==> src/rtl/sar_sync_ctrl.sv <==
// Synchronous SAR sequencer: sample phase, one comparator fire per bit,
// split high/low CAP DAC switch control, calibration mode, valid/busy/overrun.
module sar_sync_ctrl #(
  parameter int unsigned ADC_BITS   = 8,
  parameter int unsigned SAMPLE_CYC = 2,
  parameter int unsigned SETTLE_CYC = 1
) (
  input  logic                clk,
  input  logic                rst,
  input  logic                start,
  input  logic                cal_en,
  input  logic [ADC_BITS-1:0] cal_code,
  input  logic                senamp_out,
  output logic                sample,
  output logic                cmp_fire,
  output logic [ADC_BITS-1:1] dac_data_h,
  output logic [ADC_BITS-1:1] dac_data_l,
  output logic [ADC_BITS-1:0] adc_data,
  output logic                valid,
  output logic                busy,
  output logic                overrun
);

  localparam int unsigned JW  = $clog2(ADC_BITS);
  localparam int unsigned SMW = (SAMPLE_CYC > 1) ? $clog2(SAMPLE_CYC) : 1;
  localparam int unsigned STW = (SETTLE_CYC > 1) ? $clog2(SETTLE_CYC) : 1;

  typedef enum logic [2:0] {
    IDLE,
    SAMPLE,
    FIRE,
    EVAL,
    SETTLE,
    DONE
  } state_t;

  state_t              state_q, state_d;
  logic [JW-1:0]       j_q, j_d;
  logic [SMW-1:0]      smp_cnt_q, smp_cnt_d;
  logic [STW-1:0]      stl_cnt_q, stl_cnt_d;
  logic                cal_en_q, cal_en_d;
  logic [ADC_BITS-1:0] cal_code_q, cal_code_d;
  logic [ADC_BITS-1:0] result_q, result_d;
  logic [ADC_BITS-1:0] adc_q, adc_d;
  logic [ADC_BITS-1:1] dac_h_q, dac_h_d;
  logic [ADC_BITS-1:1] dac_l_q, dac_l_d;
  logic                decision;
  logic                accept;
  logic                busy_int;

  // Next-state, counters, result and DAC switch updates
  always_comb begin
    state_d    = state_q;
    j_d        = j_q;
    smp_cnt_d  = smp_cnt_q;
    stl_cnt_d  = stl_cnt_q;
    cal_en_d   = cal_en_q;
    cal_code_d = cal_code_q;
    result_d   = result_q;
    adc_d      = adc_q;
    dac_h_d    = dac_h_q;
    dac_l_d    = dac_l_q;
    decision   = 1'b0;
    accept     = start && ((state_q == IDLE) || (state_q == DONE));

    case (state_q)
      IDLE: ;
      SAMPLE: begin
        if (smp_cnt_q == '0) state_d = FIRE;
        else                 smp_cnt_d = smp_cnt_q - 1'b1;
      end
      FIRE: state_d = EVAL;
      EVAL: begin
        result_d[j_q] = senamp_out;
        decision      = cal_en_q ? cal_code_q[j_q] : senamp_out;
        if (j_q != '0) begin
          for (int unsigned i = 1; i < ADC_BITS; i++) begin
            if (JW'(ADC_BITS - i) == j_q) begin
              if (decision) dac_l_d[i] = 1'b1;
              else          dac_h_d[i] = 1'b1;
            end
          end
          j_d = j_q - 1'b1;
          if (SETTLE_CYC == 0) begin
            state_d = FIRE;
          end else begin
            state_d   = SETTLE;
            stl_cnt_d = STW'(SETTLE_CYC - 1);
          end
        end else begin
          // Loaded on the EVAL->DONE edge so adc_data changes together with valid.
          adc_d   = result_d;
          state_d = DONE;
        end
      end
      SETTLE: begin
        if (stl_cnt_q == '0) state_d = FIRE;
        else                 stl_cnt_d = stl_cnt_q - 1'b1;
      end
      DONE: state_d = IDLE;
      default: state_d = IDLE;
    endcase

    if (accept) begin
      cal_en_d   = cal_en;
      cal_code_d = cal_code;
      result_d   = '0;
      dac_h_d    = '0;
      dac_l_d    = '0;
      j_d        = JW'(ADC_BITS - 1);
      smp_cnt_d  = SMW'(SAMPLE_CYC - 1);
      state_d    = SAMPLE;
    end
  end

  // State and datapath registers with synchronous reset
  always_ff @(posedge clk) begin
    if (rst) begin
      state_q    <= IDLE;
      j_q        <= '0;
      smp_cnt_q  <= '0;
      stl_cnt_q  <= '0;
      cal_en_q   <= 1'b0;
      cal_code_q <= '0;
      result_q   <= '0;
      adc_q      <= '0;
      dac_h_q    <= '0;
      dac_l_q    <= '0;
    end else begin
      state_q    <= state_d;
      j_q        <= j_d;
      smp_cnt_q  <= smp_cnt_d;
      stl_cnt_q  <= stl_cnt_d;
      cal_en_q   <= cal_en_d;
      cal_code_q <= cal_code_d;
      result_q   <= result_d;
      adc_q      <= adc_d;
      dac_h_q    <= dac_h_d;
      dac_l_q    <= dac_l_d;
    end
  end

  // State-decoded strobes and status outputs
  always_comb begin
    busy_int = (state_q == SAMPLE) || (state_q == FIRE) ||
               (state_q == EVAL)   || (state_q == SETTLE);
    sample   = (state_q == SAMPLE);
    cmp_fire = (state_q == FIRE);
    valid    = (state_q == DONE);
    busy     = busy_int;
    overrun  = start && busy_int;
  end

  assign dac_data_h = dac_h_q;
  assign dac_data_l = dac_l_q;
  assign adc_data   = adc_q;

endmodule

==> config.mk <==
export PLATFORM = sky130hd
export DESIGN_NAME = sar_sync_ctrl
export DESIGN_NICKNAME = d
export VERILOG_FILES = /design/src/rtl/sar_sync_ctrl.sv
export SDC_FILE = /design/constraint.sdc
export NUM_CORES = 1
export LEC_CHECK = 0
export ABC_CLOCK_PERIOD_IN_PS = 1900
export BUFFER_PORTS_ARGS = -buffer_cell sky130_fd_sc_hd__buf_4
export CAP_MARGIN = 20
export CORE_ASPECT_RATIO = 1.25
export CORE_UTILIZATION = 55
export CTS_BUF_LIST = sky130_fd_sc_hd__clkbuf_4 sky130_fd_sc_hd__clkbuf_8 sky130_fd_sc_hd__clkbuf_16
export DETAILED_ROUTE_END_ITERATION = 8
export PLACE_DENSITY = 0.79
export SYNTH_ARGS = -nofsm -noshare
export SYNTH_HDL_FRONTEND = slang
export SYNTH_SLANG_ARGS = --single-unit
==> constraint.sdc <==
create_clock -name clk -period 1.9 [get_ports clk]
set_input_delay 0.095 -clock clk [delete_from_list [all_inputs] [get_ports clk]]
set_output_delay 0.095 -clock clk [all_outputs]
set_load 0.1 [all_outputs]
==> flow_summary.yaml <==
layout:
  area_delta_synth_final_pct: 17.5
  n_antenna_cell: 0
  layout-drive-gt1-share_pct: 29.2
  design_area_sq_um: 2530
  post-route-util_pct: 67.3
  instances_no_fill: 290
  nets: 269
  fillers: 320
worst_setup_path:
  crit_chain: "buf_4 -> nor2b_1 -> and2_1 -> buf_4"
  worstSetupStartpointType: "register"
  reg2regPathDepth: 4
  critPathTopFamily: "buffers and inverters"
  critPathLaunch: "state_q[0]"
  r2r-end: "result_q[6]"
  regToRegSetupSlack_ps: 250
  worst-path-buf-inv: 2
  cp_max_fo: 7
  slowest_stage: "dfxtp_1"
  cp_data_required_time_ps: 1800
  reg2reg_from: "state_q[0]"
  crit_end: "valid"
  setup.worst_path.end_class: "output port"
  crit_arrival_ps: 1600
  crit_type: "reg2out"
  worst_path_largest_cell_delay_ps: 470
  path_common_cell: "buf_4"
  crit_cells: 4
clock_network:
  clock_path_buffers: 2
  htree_levels: 2
  clock_latency_ps: 300
  ctsHoldBuffers: 0
  cts_tree: "built"
  root_buffer: "clkbuf_8"
  path_clk_slew_ps: 80
  post_cts.repair.setup_buffers: 0
  cts_resized: 0
  cts_buffers: 5
  cts_sinks: 46
routing:
  viasPerCell: 5.60
  drc: 3
  drt-initial-drc-count: 66
  routedWlPerCell_microns: 14.4
  drt_pre_antenna_iters: 6
  antenna_left: 0
  num_vias: 1624
  drt-total-wl_microns: 4160
sta:
  rsz0062_at_grt: "no"
  finalCritPeriodShare_pct: 89.5
  setup_viol: 0
  slew_headroom_pct: 65.6
  fin_hold_ws_ps: 34.3
  hold_viol: 0
  period_needed_ps: 1700
  worst_pin_slew_ps: 516
  slew_viol_final: 0
  fin_skew_ps: 5.94
  fmax_mhz: 588
yosys:
  synth.ff_latch_count: 46
  syn_nets: 231
  ys_warn_count: 0
  avgSynthCellArea_sq_um: 10.1
  synth_ff_type: "dfxtp_1"
  seq_area_frac_synth_pct: 42.8
  synth_cells: 213
  async_reset_ff_share_pct: 0
  synth_edf_count: 0
  synthesis.area_sq_um: 2150
  ys_types: 43
place:
  gp_congestion: 0.813
  portBuffers: 39
  place_inst: 284
  hpwl_microns: 3000
  placed_area_sq_um: 2440
global_route:
  grt_first_pass_wirelength_microns: 6930
  antenna_found_initial: 0
  grt_max_degree: 28
  grt.overflow.total: 0
  gr-usage-all-layers_pct: 21.7
  grt_pass1_vias: 1547
power_and_ir_drop:
  p_per_area_nw_per_um2: 855
  power_uw: 2160
  ir_worst_vdd_mv: 0.551
  leakage_uw: 0.00105
floorplan:
  die_w_microns: 57.9
  coreArea_sq_um: 3750
  initial_core_util_pct: 57.3
  core.rowCount: 25
  die_area_sq_um: 4170
  ioPinCount: 40
  die_h_microns: 71.9
run_status:
  violations: "DRC"
  outcome: "finished, violations left"
min_path:
  whs_path_depth: 3
  min_path_type: "in2reg"
job:
  maxCapViolCount: 0
==> area by class of cell <==
type                            count  area (sq um)  share of cell area [%]
Clock buffer                        6          82.6                    3.27
Inverter                            5          18.8                   0.743
Multi-Input combinational cell    147          1110                    43.9
Sequential cell                    46           921                    36.4
Tap cell                           40          50.0                    1.98
Timing Repair Buffer               46           345                    13.7
==> metal layers <==
layer | vias to the layer above | GRT usage [%] | share of wire [%]
met1 | 759 | 25.9 | 44
met3 | 9 | 4.99 | 3.2
met5 | - | 0 | 0
met2 | 29 | 36.8 | 50
met4 | 0 | 10.1 | 2.1
li1 | 827 | - | -
==> synth_stat cells (3+ instances only) <==
cell type	count	area (sq um)
mux2i_1	23	230
nand2b_1	3	18.8
a21oi_1	6	30.0
nor2_1	31	116
o21a_1	3	22.5
a22o_1	6	52.6
or3_1	3	18.8
a211oi_2	8	100
o2bb2ai_1	8	70.1
buf_6	6	67.6
nor2b_1	3	18.8
buf_4	3	22.5
clkbuf_1	3	11.3
nand2_1	8	30.0
dfxtp_1	46	921
ha_1	5	62.6
buf_2	3	15.0
inv_1	5	18.8
nand3_1	6	30.0
nor3_1	6	30.0
==> worst min-delay path: stages <==
cell and delay, ps:
buf_4 80, mux2i_1 50, nor2_1 70
==> power by group <==
part,internal (uW),total (uW),switching [uW]
registers,1010,1050,44.4
logic,183,535,353
clock network,280,576,295
==> stage by stage <==
stage	setup WS, ps	setup TNS (ps)
detailed placement	262	0
global route	123	0
global placement	327	0
finish	200	0
CTS	206	0
floorplan	-535	-535
==> registers in the layout, summed over array words and instances, names as in the netlist <==
signal / count
adc_data: 8
cal_code_q: 8
state_q: 3
result_q: 8
smp_cnt_q: 1
cal_en_q: 1
j_q: 3
dac_data_l: 7
dac_data_h: 7
==> cells by family (layout without fill, tap and decap cells) <==
family / after synthesis / after routing / synth area share (%)
flip-flops: 46 / 46 / 42.8
XOR/XNOR: 2 / 2 / 0.815
multiplexers: 25 / 25 / 11.8
AO/OA/AOI/OAI: 41 / 41 / 17.2
AND/OR/NAND/NOR: 74 / 74 / 18.3
adder cells (fa/ha/maj): 5 / 5 / 2.91
buffers and inverters: 20 / 57 / 6.28
==> how the worst min path moves through the flow <==
stage	to	slack (ps)	startpoint
2_1_floorplan	state_q[0]	240	start
3_3_place_gp	cal_code_q[1]	330	cal_code[1]
3_5_place_dp	cal_code_q[4]	340	cal_code[4]
4_1_cts	cal_code_q[4]	30	cal_code[4]
5_1_grt	cal_code_q[4]	30	cal_code[4]
6_report	cal_code_q[4]	30	cal_code[4]
==> cells in the final DEF (no fill, tap or decap), drive strengths merged <==
master / Yosys / routed
o311a: 1 / 1
a21oi: 7 / 7
or3: 3 / 3
nand3: 6 / 6
nand2: 9 / 9
and3b: 1 / 1
buf: 12 / 46
o2bb2ai: 8 / 8
o22ai: 1 / 1
a22o: 6 / 6
and4bb: 2 / 2
clkbuf: 3 / 6
nor2b: 3 / 3
a22oi: 1 / 1
o21ai: 2 / 2
and2: 3 / 3
inv: 5 / 5
o311ai: 1 / 1
nor3b: 1 / 1
o21a: 3 / 3
nand4b: 2 / 2
ha: 5 / 5
xnor2: 2 / 2
dfxtp: 46 / 46
mux2i: 23 / 23
or2: 2 / 2
o31ai: 1 / 1
nor3: 6 / 6
a211oi: 8 / 8
nor2: 32 / 32
nand2b: 3 / 3
a21o: 1 / 1
mux2: 2 / 2
a31oi: 1 / 1
and3: 1 / 1
Note: power is estimated with default switching activity, not from simulation.
